===== config.mk =====
export PLATFORM = sky130hd
export DESIGN_NAME = btn_ctrl
export DESIGN_NICKNAME = d
export VERILOG_FILES = /design/src/rtl/btn_pkg.sv /design/src/rtl/btn_debounce.sv /design/src/rtl/btn_ctrl.sv
export SDC_FILE = /design/constraint.sdc
export NUM_CORES = 1
export LEC_CHECK = 0
export CAP_MARGIN = 20
export CORE_UTILIZATION = 39
export CTS_CLUSTER_SIZE = 8
export DETAILED_ROUTE_END_ITERATION = 10
export GPL_TIMING_DRIVEN = 1
export PLACE_DENSITY = 0.73
export SLEW_MARGIN = 20
export SYNTH_ARGS = -nofsm -noshare
export SYNTH_HDL_FRONTEND = slang
export SYNTH_SLANG_ARGS = --single-unit

===== constraint.sdc =====
create_clock -name clk -period 2.4 [get_ports clk]
set_clock_uncertainty 0.15 [all_clocks]
set_input_delay 0.48 -clock clk [delete_from_list [all_inputs] [get_ports clk]]
set_output_delay 0.48 -clock clk [all_outputs]
set_load 0.1 [all_outputs]

===== src/rtl/btn_pkg.sv =====
// btn_pkg: register offsets and sizing helper shared by the button controller.
package btn_pkg;

    localparam logic [31:0] LEVEL_OFS = 32'h0;
    localparam logic [31:0] EVENT_OFS = 32'h4;
    localparam logic [31:0] IRQEN_OFS = 32'h8;

    function automatic int cnt_width(input int cycles);
        return (cycles < 2) ? 1 : $clog2(cycles);
    endfunction

endpackage


===== src/rtl/btn_debounce.sv =====
// btn_debounce: two-flop synchroniser, stability counter and press detector for one button.
module btn_debounce
    import btn_pkg::*;
#(
    parameter int DEBOUNCE_CYCLES = 20
) (
    input  logic clk,
    input  logic rst,
    input  logic btn_i,
    output logic level_o,
    output logic press_o
);

    localparam int CW = cnt_width(DEBOUNCE_CYCLES);
    localparam logic [CW-1:0] CNT_MAX = CW'(DEBOUNCE_CYCLES - 1);

    logic [1:0]    sync_q;
    logic [CW-1:0] cnt_q, cnt_d;
    logic          stable_q, stable_d;
    logic          prev_q;
    logic          differs, accept;

    assign differs = sync_q[1] != stable_q;
    assign accept  = differs && cnt_q == CNT_MAX;

    // Any sample that matches the accepted level restarts the window.
    always_comb begin
        cnt_d    = (!differs || accept) ? '0 : cnt_q + 1'b1;
        stable_d = accept ? sync_q[1] : stable_q;
    end

    always_ff @(posedge clk or negedge rst) begin
        if (!rst) begin
            sync_q   <= '0;
            cnt_q    <= '0;
            stable_q <= 1'b0;
            prev_q   <= 1'b0;
        end else begin
            sync_q   <= {sync_q[0], btn_i};
            cnt_q    <= cnt_d;
            stable_q <= stable_d;
            prev_q   <= stable_q;
        end
    end

    assign level_o = stable_q;
    assign press_o = stable_q & ~prev_q;

endmodule


===== src/rtl/btn_ctrl.sv =====
// btn_ctrl: memory-mapped push-button controller with debounced levels,
// sticky press flags (write-1-to-clear) and a maskable registered interrupt.
module btn_ctrl
    import btn_pkg::*;
#(
    parameter int          N_BTN           = 5,
    parameter int          DEBOUNCE_CYCLES = 20,
    parameter logic [31:0] BASE_ADDR       = 32'hFFFF_F078
) (
    input  logic             clk,
    input  logic             rst,
    input  logic [31:0]      addr,
    input  logic             we,
    input  logic [31:0]      wdata,
    input  logic [N_BTN-1:0] button,
    output logic [31:0]      rdata,
    output logic             irq
);

    localparam logic [31:0] A_LEVEL = BASE_ADDR + LEVEL_OFS;
    localparam logic [31:0] A_EVENT = BASE_ADDR + EVENT_OFS;
    localparam logic [31:0] A_IRQEN = BASE_ADDR + IRQEN_OFS;

    logic [N_BTN-1:0] level, press;
    logic [N_BTN-1:0] event_q, event_d;
    logic [N_BTN-1:0] irqen_q, irqen_d;
    logic [N_BTN-1:0] clr;
    logic             irq_q, irq_d;
    logic             wr_event, wr_irqen;
    logic             unused_wdata;

    for (genvar i = 0; i < N_BTN; i++) begin : g_btn
        btn_debounce #(
            .DEBOUNCE_CYCLES(DEBOUNCE_CYCLES)
        ) u_deb (
            .clk    (clk),
            .rst    (rst),
            .btn_i  (button[i]),
            .level_o(level[i]),
            .press_o(press[i])
        );
    end

    assign wr_event     = we && addr == A_EVENT;
    assign wr_irqen     = we && addr == A_IRQEN;
    assign unused_wdata = &{1'b0, wdata};

    // A press arriving in the same cycle as its clear keeps the flag set.
    always_comb begin
        clr     = wr_event ? wdata[N_BTN-1:0] : '0;
        event_d = (event_q & ~clr) | press;
        irqen_d = wr_irqen ? wdata[N_BTN-1:0] : irqen_q;
        irq_d   = |(event_q & irqen_q);
        rdata   = addr == A_LEVEL ? 32'(level)   :
                  addr == A_EVENT ? 32'(event_q) :
                  addr == A_IRQEN ? 32'(irqen_q) : 32'h0;
    end

    always_ff @(posedge clk or negedge rst) begin
        if (!rst) begin
            event_q <= '0;
            irqen_q <= '0;
            irq_q   <= 1'b0;
        end else begin
            event_q <= event_d;
            irqen_q <= irqen_d;
            irq_q   <= irq_d;
        end
    end

    assign irq = irq_q;

endmodule


==> results of run 1 <==
-- worst max path at each step --
stage,from,endpoint,cells after the start,slack [ns]
floorplan,addr[9],rdata[0],4,-0.37
global placement,addr[9],rdata[3],7,-0.58
detailed placement,addr[9],rdata[4],7,-0.61
CTS,addr[10],rdata[3],7,-0.31
global route,addr[10],rdata[3],7,-0.38
finish,addr[10],rdata[3],7,-0.34
-- repair_timing --
item,4_1_cts,5_1_grt
pin swaps,22,9
gates cloned,1,0
buffers inserted,6,1
gates resized for setup,49,2
endpoints found under the setup margin,5,5
-- cell usage in the layout (no fill, tap or decap), drive strengths merged, types with 7 or more instances in the layout --
cell / count
buf: 28
clkdlybuf4s50: 14
conb: 27
dfrtp: 56
dlygate4sd2: 24
inv: 7
mux2: 10
nand2: 7
nand2b: 8
nand3: 16
nand4: 16
nor2: 23
xor2: 15
-- cell usage after synthesis (all sizes together) (4+ instances only) --
| master | n | area, um^2 |
|---|---|---|
| ha | 5 | 62.56 |
| nand2b | 8 | 50.05 |
| mux2 | 10 | 112.6 |
| nand4 | 16 | 115.1 |
| xor2 | 15 | 131.4 |
| nand2 | 7 | 26.28 |
| buf | 28 | 207.7 |
| nand4bb | 4 | 45.04 |
| nor2 | 23 | 86.33 |
| a22o | 5 | 43.79 |
| inv | 7 | 26.28 |
| nand3 | 16 | 80.08 |
| xnor2 | 5 | 43.79 |
| dfrtp | 56 | 1401 |
| a2bb2oi | 5 | 43.79 |
-- routing by layer --
| metal | GRT usage (%) | wire length [um] | vias up |
|---|---|---|---|
| li1 | - | - | 884 |
| met1 | 19.18 | 2192 | 905 |
| met2 | 26.38 | 2632 | 32 |
| met3 | 3.264 | 166 | 4 |
| met4 | 3.448 | 27 | 0 |
| met5 | 0 | 0 | - |
-- registers in the layout, indices dropped and copies added (netlist names) --
register / flops
event_q: 5
g_btn.u_deb.level_o: 5
g_btn.u_deb.sync_q: 10
irq: 1
g_btn.u_deb.cnt_q: 25
g_btn.u_deb.prev_q: 5
irqen_q: 5
-- worst max-delay path, delay by kind of cell --
| kind | cells | cell delay, ns |
|---|---|---|
| AOI/OAI and AO/OA | 1 | 0.18 |
| buffers and inverters | 3 | 0.49 |
| and+or+nand+nor | 3 | 0.95 |
-- cells by family after synthesis --
logic type,Yosys count
and+or+nand+nor,87
DFF,56
buffers and inverters,35
xor gates and xnor gates,20
AOI/OAI and AO/OA,12
muxes,10
adders and majority gates,5
other,1
-- cell type report --
type / instances / area [um^2]
fillers: 548 / 2838
flip-flops and latches: 56 / 1401
multi-input cells: 161 / 1255
repair buffers: 69 / 694.4
well taps: 77 / 96.34
clock buffers: 5 / 68.82
clock inverters: 3 / 42.54
inverters: 7 / 26.28
-- stage by stage --
stage	instance area, um^2	std cells	hold WS, ns	setup TNS, ns	util (%)
finish	3585	378	0.1325	-1.597	55.82
global route	3585	378	0.1987	-1.824	55.82
CTS	3566	377	0.1706	-1.499	55.52
detailed placement	3341	362	0.1864	-3.754	52.02
global placement	3341	362	0.1833	-3.492	52.02
floorplan	2814	252	0.03441	-1.849	-
-- power by group --
group / internal [mW] / switching, mW / total (mW)
clock network: 0.309 / 0.288 / 0.597
registers: 0.972 / 0.0201 / 0.992
logic: 0.0807 / 0.252 / 0.333
==> metrics.md, run 1 <==
| Metric | Value |
|---|---|
| Distinct cells, synth | 29 |
| Clk buf depth | 2 |
| Crit Reg-Reg Endpoint | g_btn[1].u_deb.level_o$_DFFE_PN0P_ |
| Mapped Area | 2620 um^2 |
| Max-slew violations | 0 |
| CP max stage delay | 0.57 ns |
| Final Hold Violating Endpoints | 0 |
| First-pass GRT wire length | 8514 um |
| Port bufs | 50 |
| Congestion Overflow GR | 0 |
| DR pass1 iterations | 7 |
| Sequential fraction of the synthesis area | 53.49% |
| CTS Buf Count | 5 |
| Hold Crit Class | in2async |
| Post-synthesis xor/xnor area fraction | 6.686% |
| Multiplexer share of the synthesized area | 4.298% |
| Total track usage | 15.13% |
| CP most frequent cell | buf_6 |
| Critical-path top delay cell | or4_4 |
| Worst setup path class | in2out |
| Minimum clock period after layout | 2.735 ns |
| Reg-to-reg setup timing slack | 0.94 ns |
| Die Wd | 83.97 um |
| Initial Utilization | 40.79% |
| Reg2Reg Launch Point | g_btn[1].u_deb.cnt_q[0]$_DFF_PN0_ |
| Post-synth EDFFs | 0 |
| Peak VDD IR | 0.3053 mV |
| Pleak | 1.688 nW |
| Top_reg_cell synth | dfrtp_1 |
| Crit-path cells | buf_6 > or4_4 > nor4_4 > buf_6 > nand3_4 > a2bb2oi_4 > buf_12 |
| RSZ-0062 raised after global routing | yes |
| CP endpoint kind | output pin |
| Final Setup Violations | 5 |
| CTS root buffer | clkbuf_8 |
| Post-DP HPWL | 3648 um |
| Initial antenna violation count | 0 |
| Failing checks | design-rule violations, negative setup slack |
| Die Span Y | 83.97 um |
| Fin crit share | 114.0% |
| Critical path peak fanout | 7 |
| Setup WS pre-CTS | -0.6112 ns |
| Top-Level Pins | 105 |
| Post-synth ARST share | 100.0% |
| DR vias/cell | 4.828 |
| CTS clk-pin slew, worst paths | 0.09 ns |
| Drt wl/cell | 13.28 um |
| Required time of the critical path | 1.77 ns |
| DR vias | 1825 |
| Area Overhead vs Synth | 36.82% |
| Row count | 29 |
| Total wire length | 5019 um |
| DRT antenna net count | 0 |
| CTS Sinks | 56 |
| Core Region | 6422 um^2 |
| Gpl congestion | 0.7379 |
| Arrival @ worst endpoint | 2.11 ns |
| H-tree depth | 2 |
| Vias in the first global route | 1842 |
| Largest family of logic cells by synthesized area | simple AND/OR/NAND/NOR gates |
| Max-Cap Viols | 0 |
| Status | finished with violations |
| Post-Synth Simple-Gate Area | 20.06% |
| Syn Area/Cell | 11.59 um^2 |
| Drt drc | 8 |
| Synth Area in Compound Gates | 4.011% |
| Largest net degree at the start of global routing | 57 |
| Worst Max-Slew Pin Slew | 0.6891 ns |
| FF-to-FF path depth | 4 |
| CTS tree | built |
| Synth warn | 0 |
| Total Nets Final | 377 |
| Fmax | 0.3656 GHz |
| Final worst slack | -0.3352 ns |
| Gate Count Post-Synth | 226 |
| Total power | 1.922 mW |
| Pwr/cell area | 536.1 nW/um^2 |
| Layout cells sized above 1 | 21.26% |
| Die area | 7050 um^2 |
| Post-synthesis register bit count | 56 |
| Worst slew margin | 54.06% |
| Crit path launch type | primary input |
| Clk_lat worst skew | 0.30 ns |
| Ant diodes | 0 |
| DR iter-0 viols | 88 |
| Post-CTS Hold Buffers | 0 |
| Synth Area in Adders | 2.388% |
Power figures use the tool's default switching activity.
==> run 2, diff against run 1 <==
CORE_UTILIZATION = 40   (was 39)
CTS_BUF_LIST = sky130_fd_sc_hd__clkbuf_4   (was not set)
PLACE_DENSITY = 0.75   (was 0.73)
==> run 2 against run 1 <==
  * The run ends with negative setup slack left
  * Count of clock-buffer cells in the layout increased by 1
  * Die area decreased by 2.5%
  * Via count increased by 3.5%
  * Hold slack improved by 0.084 ns
  * Final cell count increased by 1.6%
  * Critical path depth unchanged
  * Sequential power about the same
  * Sequential share of layout area decreased by 0.45 points
  * Non-clock buffer count increased by 6
  * Core utilization increased by 1.3 points
  * Clock power decreased by 15%
==> metrics.md, run 2 (same netlist as run 1, synthesis figures left out) <==
| Metric | Value |
|---|---|
| DR vias/cell | 4.919 (+1.9%) |
| Core Region | 6350 um^2 (-1.1%) |
| Total Nets Final | 383 (+1.6%) |
| Number of cells on the critical path | 7 (unchanged) |
| Footprint of the multi-input gates | 1246 um^2 (-0.70%) |
| CP endpoint kind | output pin |
| Worst setup path class | in2out |
| Pleak | 1.744 nW (+3.3%) |
| Required time of the critical path | 1.77 ns (about the same) |
| Hold path depth | 0 |
| Post-layout util | 57.10% (+1.3 points) |
| Setup WS pre-CTS | -0.6348 ns (-0.02363 ns) |
| Biggest register | g_btn.u_deb.cnt_q |
| CTS clk-pin slew, worst paths | 0.15 ns (+0.06 ns) |
| Minimum clock period after layout | 2.643 ns (-0.09219 ns) |
| Area occupied by registers | 1401 um^2 (unchanged) |
| Finished Cell Area | 3626 um^2 (+1.2%) |
| Failing checks | negative setup slack |
| RSZ-0062 raised after global routing | yes |
| Top cell family by delay on the critical path | simple AND/OR/NAND/NOR gates |
| Crit path launch type | primary input |
| Initial Utilization | 41.26% (+0.47 points) |
| Clk buf depth | 2 (unchanged) |
| Sw frac | 29.94% (+0.77 points) |
| Critical path peak fanout | 3 (-4) |
| Beginning of the critical path | addr[11] |
| Top-Level Pins | 105 (unchanged) |
| Drt wl/cell | 13.60 um (+2.5%) |
| Fmax | 0.3784 GHz (+3.5%) |
| DR vias | 1889 (+3.5%) |
| Reg2Reg Launch Point | g_btn[4].u_deb.cnt_q[0]$_DFF_PN0_ |
| Die Span Y | 82.93 um (-1.2%) |
| Post-DP HPWL | 3729 um (+2.2%) |
| Area Overhead vs Synth | 38.40% |
| H-tree depth | 2 (unchanged) |
| Status | finished with violations |
| Final Hold Violating Endpoints | 0 (unchanged) |
| Worst Max-Slew Pin Slew | 0.5933 ns (-0.09573 ns) |
| Most common cell after layout, fill and taps aside | dfrtp_1 |
| CP max stage delay | 0.57 ns (about the same) |
| Ant diodes | 0 (unchanged) |
| Clk_lat worst skew | 0.38 ns (+0.08 ns) |
| Part of the power in registers | 53.9% (+2.3 points) |
| Total wire length | 5224 um (+4.1%) |
| CP endpoint | rdata[4] |
| Worst slew margin | 60.44% (+6.4 points) |
| Final Setup Violations | 5 (unchanged) |
| DR pass1 iterations | 4 (-3) |
| Max-slew violations | 0 (unchanged) |
| Most frequent cells in the layout | 56 x dfrtp_1, 27 x conb_1, 23 x nor2_1, 17 x dlygate4sd2_1, 17 x buf_4 |
| CTS Sinks | 56 (unchanged) |
| Crit-path cells | buf_6 > or4_4 > nor4_4 > buf_4 > nand3_4 > a2bb2oi_4 > buf_12 |
| Vias in the first global route | 1818 (-1.3%) |
| Gpl congestion | 0.7944 (+7.7%) |
| Initial antenna violation count | 0 (unchanged) |
| CTS tree | built |
| Hold Crit Class | reg2reg |
| Fin crit share | 110.1% (-3.8 points) |
| Row count | 29 (unchanged) |
| Placed cells | 365 (+0.83%) |
| Congestion Overflow GR | 0 (unchanged) |
| Regs by FF count | g_btn.u_deb.cnt_q: 25 flops, g_btn.u_deb.sync_q: 10 flops |
| Logic pwr share | 18.4% (+1.1 points) |
| Pwr/cell area | 507.5 nW/um^2 (-5.3%) |
| Port bufs | 50 (unchanged) |
| Max reg flops | 25 (unchanged) |
| Crit Reg-Reg Endpoint | g_btn[4].u_deb.level_o$_DFFE_PN0P_ |
| Reg-to-reg setup timing slack | 0.92 ns (-0.02 ns) |
| Drt drc | 0 (-8) |
| P_sw | 551.0 uW (-1.7%) |
| Final worst slack | -0.2430 ns (+0.09219 ns) |
| Fillers | 513 (-6.4%) |
| Die area | 6877 um^2 (-2.5%) |
| Peak VDD IR | 0.2891 mV (-5.3%) |
| Final Instance Count excl. Fillers | 384 (+1.6%) |
| DR iter-0 viols | 124 (+41%) |
| Largest net degree at the start of global routing | 33 (-42%) |
| FF-to-FF path depth | 4 (unchanged) |
| Total track usage | 15.69% (+0.56 points) |
| Proportion of power drawn by the clock network | 27.7% (-3.4 points) |
| Buffers and inverters on the worst path | 3 (unchanged) |
| Arrival @ worst endpoint | 2.01 ns (-0.10 ns) |
| DRT antenna net count | 0 (unchanged) |
| Critical-path top delay cell | or4_4 |
| CTS root buffer | clkbuf_4 |
| Die Wd | 82.93 um (-1.2%) |
| First-pass GRT wire length | 8604 um (+1.1%) |
| Max-Cap Viols | 0 (unchanged) |
| Layout cells sized above 1 | 22.48% (+1.2 points) |
| Dpl cell area | 3363 um^2 (+0.67%) |
| CTS Buf Count | 5 (unchanged) |
| Pint | 1.289 mW (-5.3%) |
==> run 2: cell types whose count changed in the layout (fill, tap and decap cells not counted), moves of 2 or more <==
cell             change
buf_2                -2
dlymetal6s2s_1       +4
buf_6                +6
clkdlybuf4s50_1      -3
clkbuf_8             -5
dlygate4sd2_1        -7
clkbuf_4             +6
clkdlybuf4s15_1      +6
==> run 2: per-layer routing <==
layer / GRT usage, % / vias to the layer above / routed length (um)
li1: - / 895 / -
met1: 20.62 / 930 / 2200
met2: 26.08 / 56 / 2662
met3: 3.877 / 8 / 290
met4: 3.918 / 0 / 71
met5: 0 / - / 0
==> run 2: cell type report <==
| type | count | area share (%) |
|---|---|---|
| clock buffers | 6 | 1.242 |
| clock inverters | 2 | 0.9662 |
| inverters | 7 | 0.7246 |
| multi-input cells | 161 | 34.37 |
| flip-flops and latches | 56 | 38.65 |
| well taps | 77 | 2.657 |
| repair buffers | 75 | 21.39 |
==> run 2: how the worst min path moves through the flow <==
stage                                        from                                  to  slack [ns]
6_report       g_btn[2].u_deb.sync_q[0]$_DFF_PN0_  g_btn[2].u_deb.sync_q[1]$_DFF_PN0_        0.22
3_5_place_dp   g_btn[2].u_deb.sync_q[0]$_DFF_PN0_  g_btn[2].u_deb.sync_q[1]$_DFF_PN0_        0.18
4_1_cts        g_btn[2].u_deb.sync_q[0]$_DFF_PN0_  g_btn[2].u_deb.sync_q[1]$_DFF_PN0_        0.22
2_1_floorplan                                 rst                event_q[0]$_DFF_PN0_        0.03
3_3_place_gp   g_btn[4].u_deb.sync_q[0]$_DFF_PN0_  g_btn[4].u_deb.sync_q[1]$_DFF_PN0_        0.18
5_1_grt        g_btn[1].u_deb.sync_q[0]$_DFF_PN0_  g_btn[1].u_deb.sync_q[1]$_DFF_PN0_        0.23
==> run 2: timing repair <==
action	CTS	global route
hold buffers	1	0
hold endpoints to repair	24	0
resized for setup	51	14
setup buffers	8	2
pin swaps	25	16
setup endpoints to repair	5	5
==> run 2: power by group through the flow <==
stage | clock, mW | combinational, mW | sequential, mW
after floorplan | 0 | 0.268 | 1.01
after global placement | 0 | 0.343 | 1.01
after detailed placement | 0 | 0.347 | 1.01
after CTS | 0.525 | 0.338 | 0.992
after global routing | 0.558 | 0.359 | 0.997
final | 0.509 | 0.339 | 0.992
==> run 2: metrics by stage <==
stage          total power, mW  setup TNS [ns]  hold slack, ns
6_report                 1.840          -1.138          0.2167
5_1_grt                  1.914          -1.405          0.2303
4_1_cts                  1.856          -1.560          0.2181
3_5_place_dp             1.357          -3.935          0.1847
3_3_place_gp             1.352          -3.653          0.1814
2_1_floorplan            1.274          -1.849         0.03441
==> run 3, diff against run 2 <==
RECOVER_POWER = 25   (was not set)
SKIP_CTS_REPAIR_TIMING = 1   (was not set)
TNS_END_PERCENT = 5   (was not set)
==> run 3 against run 2 <==
  * The flow still finishes with violations (negative setup slack)
  * First-iteration DRC count shrank 48%
  * Register-to-register slack lost 0.05 ns
  * Maximum frequency shrank 3.1%
==> metrics.md, run 3 (same netlist as run 1, synthesis figures left out) <==
| Metric | Value |
|---|---|
| Gpl congestion | 0.8241 (+3.7%) |
| Top cell family by delay on the critical path | simple AND/OR/NAND/NOR gates |
| First-pass GRT wire length | 8569 um (-0.41%) |
| Arrival @ worst endpoint | 2.10 ns (+0.09 ns) |
| Vias in the first global route | 1901 (+4.6%) |
| Setup WS pre-CTS | -0.6158 ns (+0.01896 ns) |
| CTS clk-pin slew, worst paths | 0.14 ns (about the same) |
| CTS tree | built |
| Footprint of the multi-input gates | 1246 um^2 (unchanged) |
| Fin crit share | 113.6% (+3.5 points) |
| Proportion of power drawn by the clock network | 27.5% (-0.2 points) |
| Regs by FF count | g_btn.u_deb.cnt_q: 25 flops, g_btn.u_deb.sync_q: 10 flops |
| Minimum clock period after layout | 2.726 ns (+0.08341 ns) |
| Pint | 1.280 mW (-0.73%) |
| CP endpoint kind | output pin |
| Area occupied by registers | 1401 um^2 (unchanged) |
| Final Hold Violating Endpoints | 0 (unchanged) |
| Number of cells on the critical path | 7 (unchanged) |
| CP endpoint | rdata[1] |
| Layout cells sized above 1 | 20.79% (-1.7 points) |
| Total track usage | 15.68% (about the same) |
| CTS Buf Count | 5 (unchanged) |
| Post-layout util | 57.34% (+0.24 points) |
| Worst slew margin | 10.76% (-50 points) |
| Area Overhead vs Synth | 38.97% |
| Initial antenna violation count | 0 (unchanged) |
| Drt drc | 0 (unchanged) |
| Pwr/cell area | 506.3 nW/um^2 (-0.24%) |
| Die area | 6877 um^2 (unchanged) |
| Max-slew violations | 0 (unchanged) |
| Reg2Reg Launch Point | g_btn[4].u_deb.cnt_q[0]$_DFF_PN0_ |
| Buffers and inverters on the worst path | 3 (unchanged) |
| Clk buf depth | 2 (unchanged) |
| Congestion Overflow GR | 0 (unchanged) |
| Beginning of the critical path | addr[10] |
| Finished Cell Area | 3641 um^2 (+0.41%) |
| Final worst slack | -0.3264 ns (-0.08341 ns) |
| Crit Reg-Reg Endpoint | g_btn[4].u_deb.level_o$_DFFE_PN0P_ |
| Core Region | 6350 um^2 (unchanged) |
| Total wire length | 5305 um (+1.6%) |
| Ant diodes | 0 (unchanged) |
| CTS root buffer | clkbuf_4 |
| Status | finished with violations |
| Initial Utilization | 41.26% (unchanged) |
| Final Setup Violations | 5 (unchanged) |
| Worst setup path class | in2out |
| Critical-path top delay cell | or4_4 |
| Die Wd | 82.93 um (unchanged) |
| DRT antenna net count | 0 (unchanged) |
| Most frequent cells in the layout | 56 x dfrtp_1, 27 x conb_1, 27 x dlymetal6s2s_1, 23 x nor2_1 |
| DR vias | 1894 (+0.26%) |
| Post-DP HPWL | 3987 um (+6.9%) |
| Worst Max-Slew Pin Slew | 1.339 ns (+0.7453 ns) |
| Crit path launch type | primary input |
| FF-to-FF path depth | 4 (unchanged) |
| Total power | 1.843 mW (+0.17%) |
| H-tree depth | 2 (unchanged) |
| RSZ-0062 raised after global routing | yes |
| Reg-to-reg setup timing slack | 0.87 ns (-0.05 ns) |
| CTS Sinks | 56 (unchanged) |
| Critical path peak fanout | 3 (unchanged) |
| Fmax | 0.3668 GHz (-3.1%) |
| Peak VDD IR | 0.2694 mV (-6.8%) |
| Dpl cell area | 3386 um^2 (+0.67%) |
| Die Span Y | 82.93 um (unchanged) |
| Pleak | 1.880 nW (+7.8%) |
| Crit-path cells | clkbuf_2 > or4_4 > nor4_4 > buf_4 > nand3_4 > a2bb2oi_4 > buf_12 |
| Total Nets Final | 379 (-1.0%) |
| Row count | 29 (unchanged) |
| CP max stage delay | 0.57 ns (about the same) |
| Most common cell after layout, fill and taps aside | dfrtp_1 |
| Required time of the critical path | 1.77 ns (about the same) |
| DR iter-0 viols | 64 (-48%) |
| Hold Crit Class | reg2reg |
| Logic pwr share | 18.6% (+0.2 points) |
| P_sw | 563.5 uW (+2.3%) |
| Failing checks | negative setup slack |
| Drt wl/cell | 13.96 um (+2.6%) |
| Fillers | 522 (+1.8%) |
| Max-Cap Viols | 0 (unchanged) |
| DR vias/cell | 4.984 (+1.3%) |
| Sw frac | 30.57% (+0.63 points) |
| Port bufs | 50 (unchanged) |
| Largest net degree at the start of global routing | 35 (+6.1%) |
| Top-Level Pins | 105 (unchanged) |
| Final setup TNS | -1.477 ns (-0.3395 ns) |
| Biggest register | g_btn.u_deb.cnt_q |
| DR pass1 iterations | 4 (unchanged) |
| Max reg flops | 25 (unchanged) |
| Clk_lat worst skew | 0.38 ns (about the same) |
| Part of the power in registers | 53.9% (about the same) |
==> run 3: cell types whose count changed in the layout (fill, tap and decap cells not counted), moves of 2 or more <==
| cell | delta |
|---|---|
| buf_6 | -4 |
| clkdlybuf4s15_1 | -7 |
| buf_4 | -2 |
| clkdlybuf4s50_1 | -2 |
| dlygate4sd2_1 | -17 |
| dlygate4sd3_1 | +5 |
| dlymetal6s2s_1 | +22 |
| clkbuf_2 | +2 |
==> run 3: layer usage <==
metal,track usage [%],up-vias,share of wire (%)
met2,27.20,47,53
met3,4.175,6,3.4
met1,19.08,955,43
li1,-,886,-
met5,0,-,0
met4,4.702,0,0.79
==> run 3: how the worst min path moves through the flow <==
stage                                       startpoint                                 end  slack [ns]  cells after the start
finish              g_btn[1].u_deb.sync_q[0]$_DFF_PN0_  g_btn[1].u_deb.sync_q[1]$_DFF_PN0_        0.22                      0
global route        g_btn[4].u_deb.sync_q[0]$_DFF_PN0_  g_btn[4].u_deb.sync_q[1]$_DFF_PN0_        0.23                      0
CTS                                                rst   g_btn[0].u_deb.cnt_q[0]$_DFF_PN0_       -0.08                      1
detailed placement  g_btn[2].u_deb.sync_q[0]$_DFF_PN0_  g_btn[2].u_deb.sync_q[1]$_DFF_PN0_        0.19                      0
global placement    g_btn[1].u_deb.sync_q[0]$_DFF_PN0_  g_btn[1].u_deb.sync_q[1]$_DFF_PN0_        0.18                      0
floorplan                                          rst                event_q[0]$_DFF_PN0_        0.03                      0
==> run 3: layout make-up <==
| class | instances | area share [%] |
|---|---|---|
| sequential | 56 | 38.49 |
| multi-input combinational | 161 | 34.23 |
| timing repair buffer | 71 | 21.72 |
| tap | 77 | 2.646 |
| clock inverter | 3 | 1.168 |
| clock buffer | 5 | 1.031 |
| inverter | 7 | 0.7216 |
==> run 3: worst register-to-register path: cells and delay by family, from the launching register on <==
family	cells	cell delay (ns)
flip-flops	1	0.41
multiplexers	1	0.37
adder cells (fa/ha/maj)	1	0.22
AND/OR/NAND/NOR	2	0.29
==> run 3: metrics by stage <==
| stage | cells | hold WS (ns) |
|---|---|---|
| floorplan | 252 | 0.03441 |
| global placement | 368 | 0.1821 |
| detailed placement | 368 | 0.1864 |
| CTS | 376 | -0.07778 |
| global route | 380 | 0.2298 |
| finish | 380 | 0.2180 |
==> run 3: power by group through the flow <==
stage	sequential, mW	clock (mW)	combinational (mW)
after floorplan	1.01	0	0.268
after global placement	1.01	0	0.343
after detailed placement	1.01	0	0.350
after CTS	0.994	0.517	0.350
after global routing	0.998	0.559	0.364
final	0.993	0.507	0.343
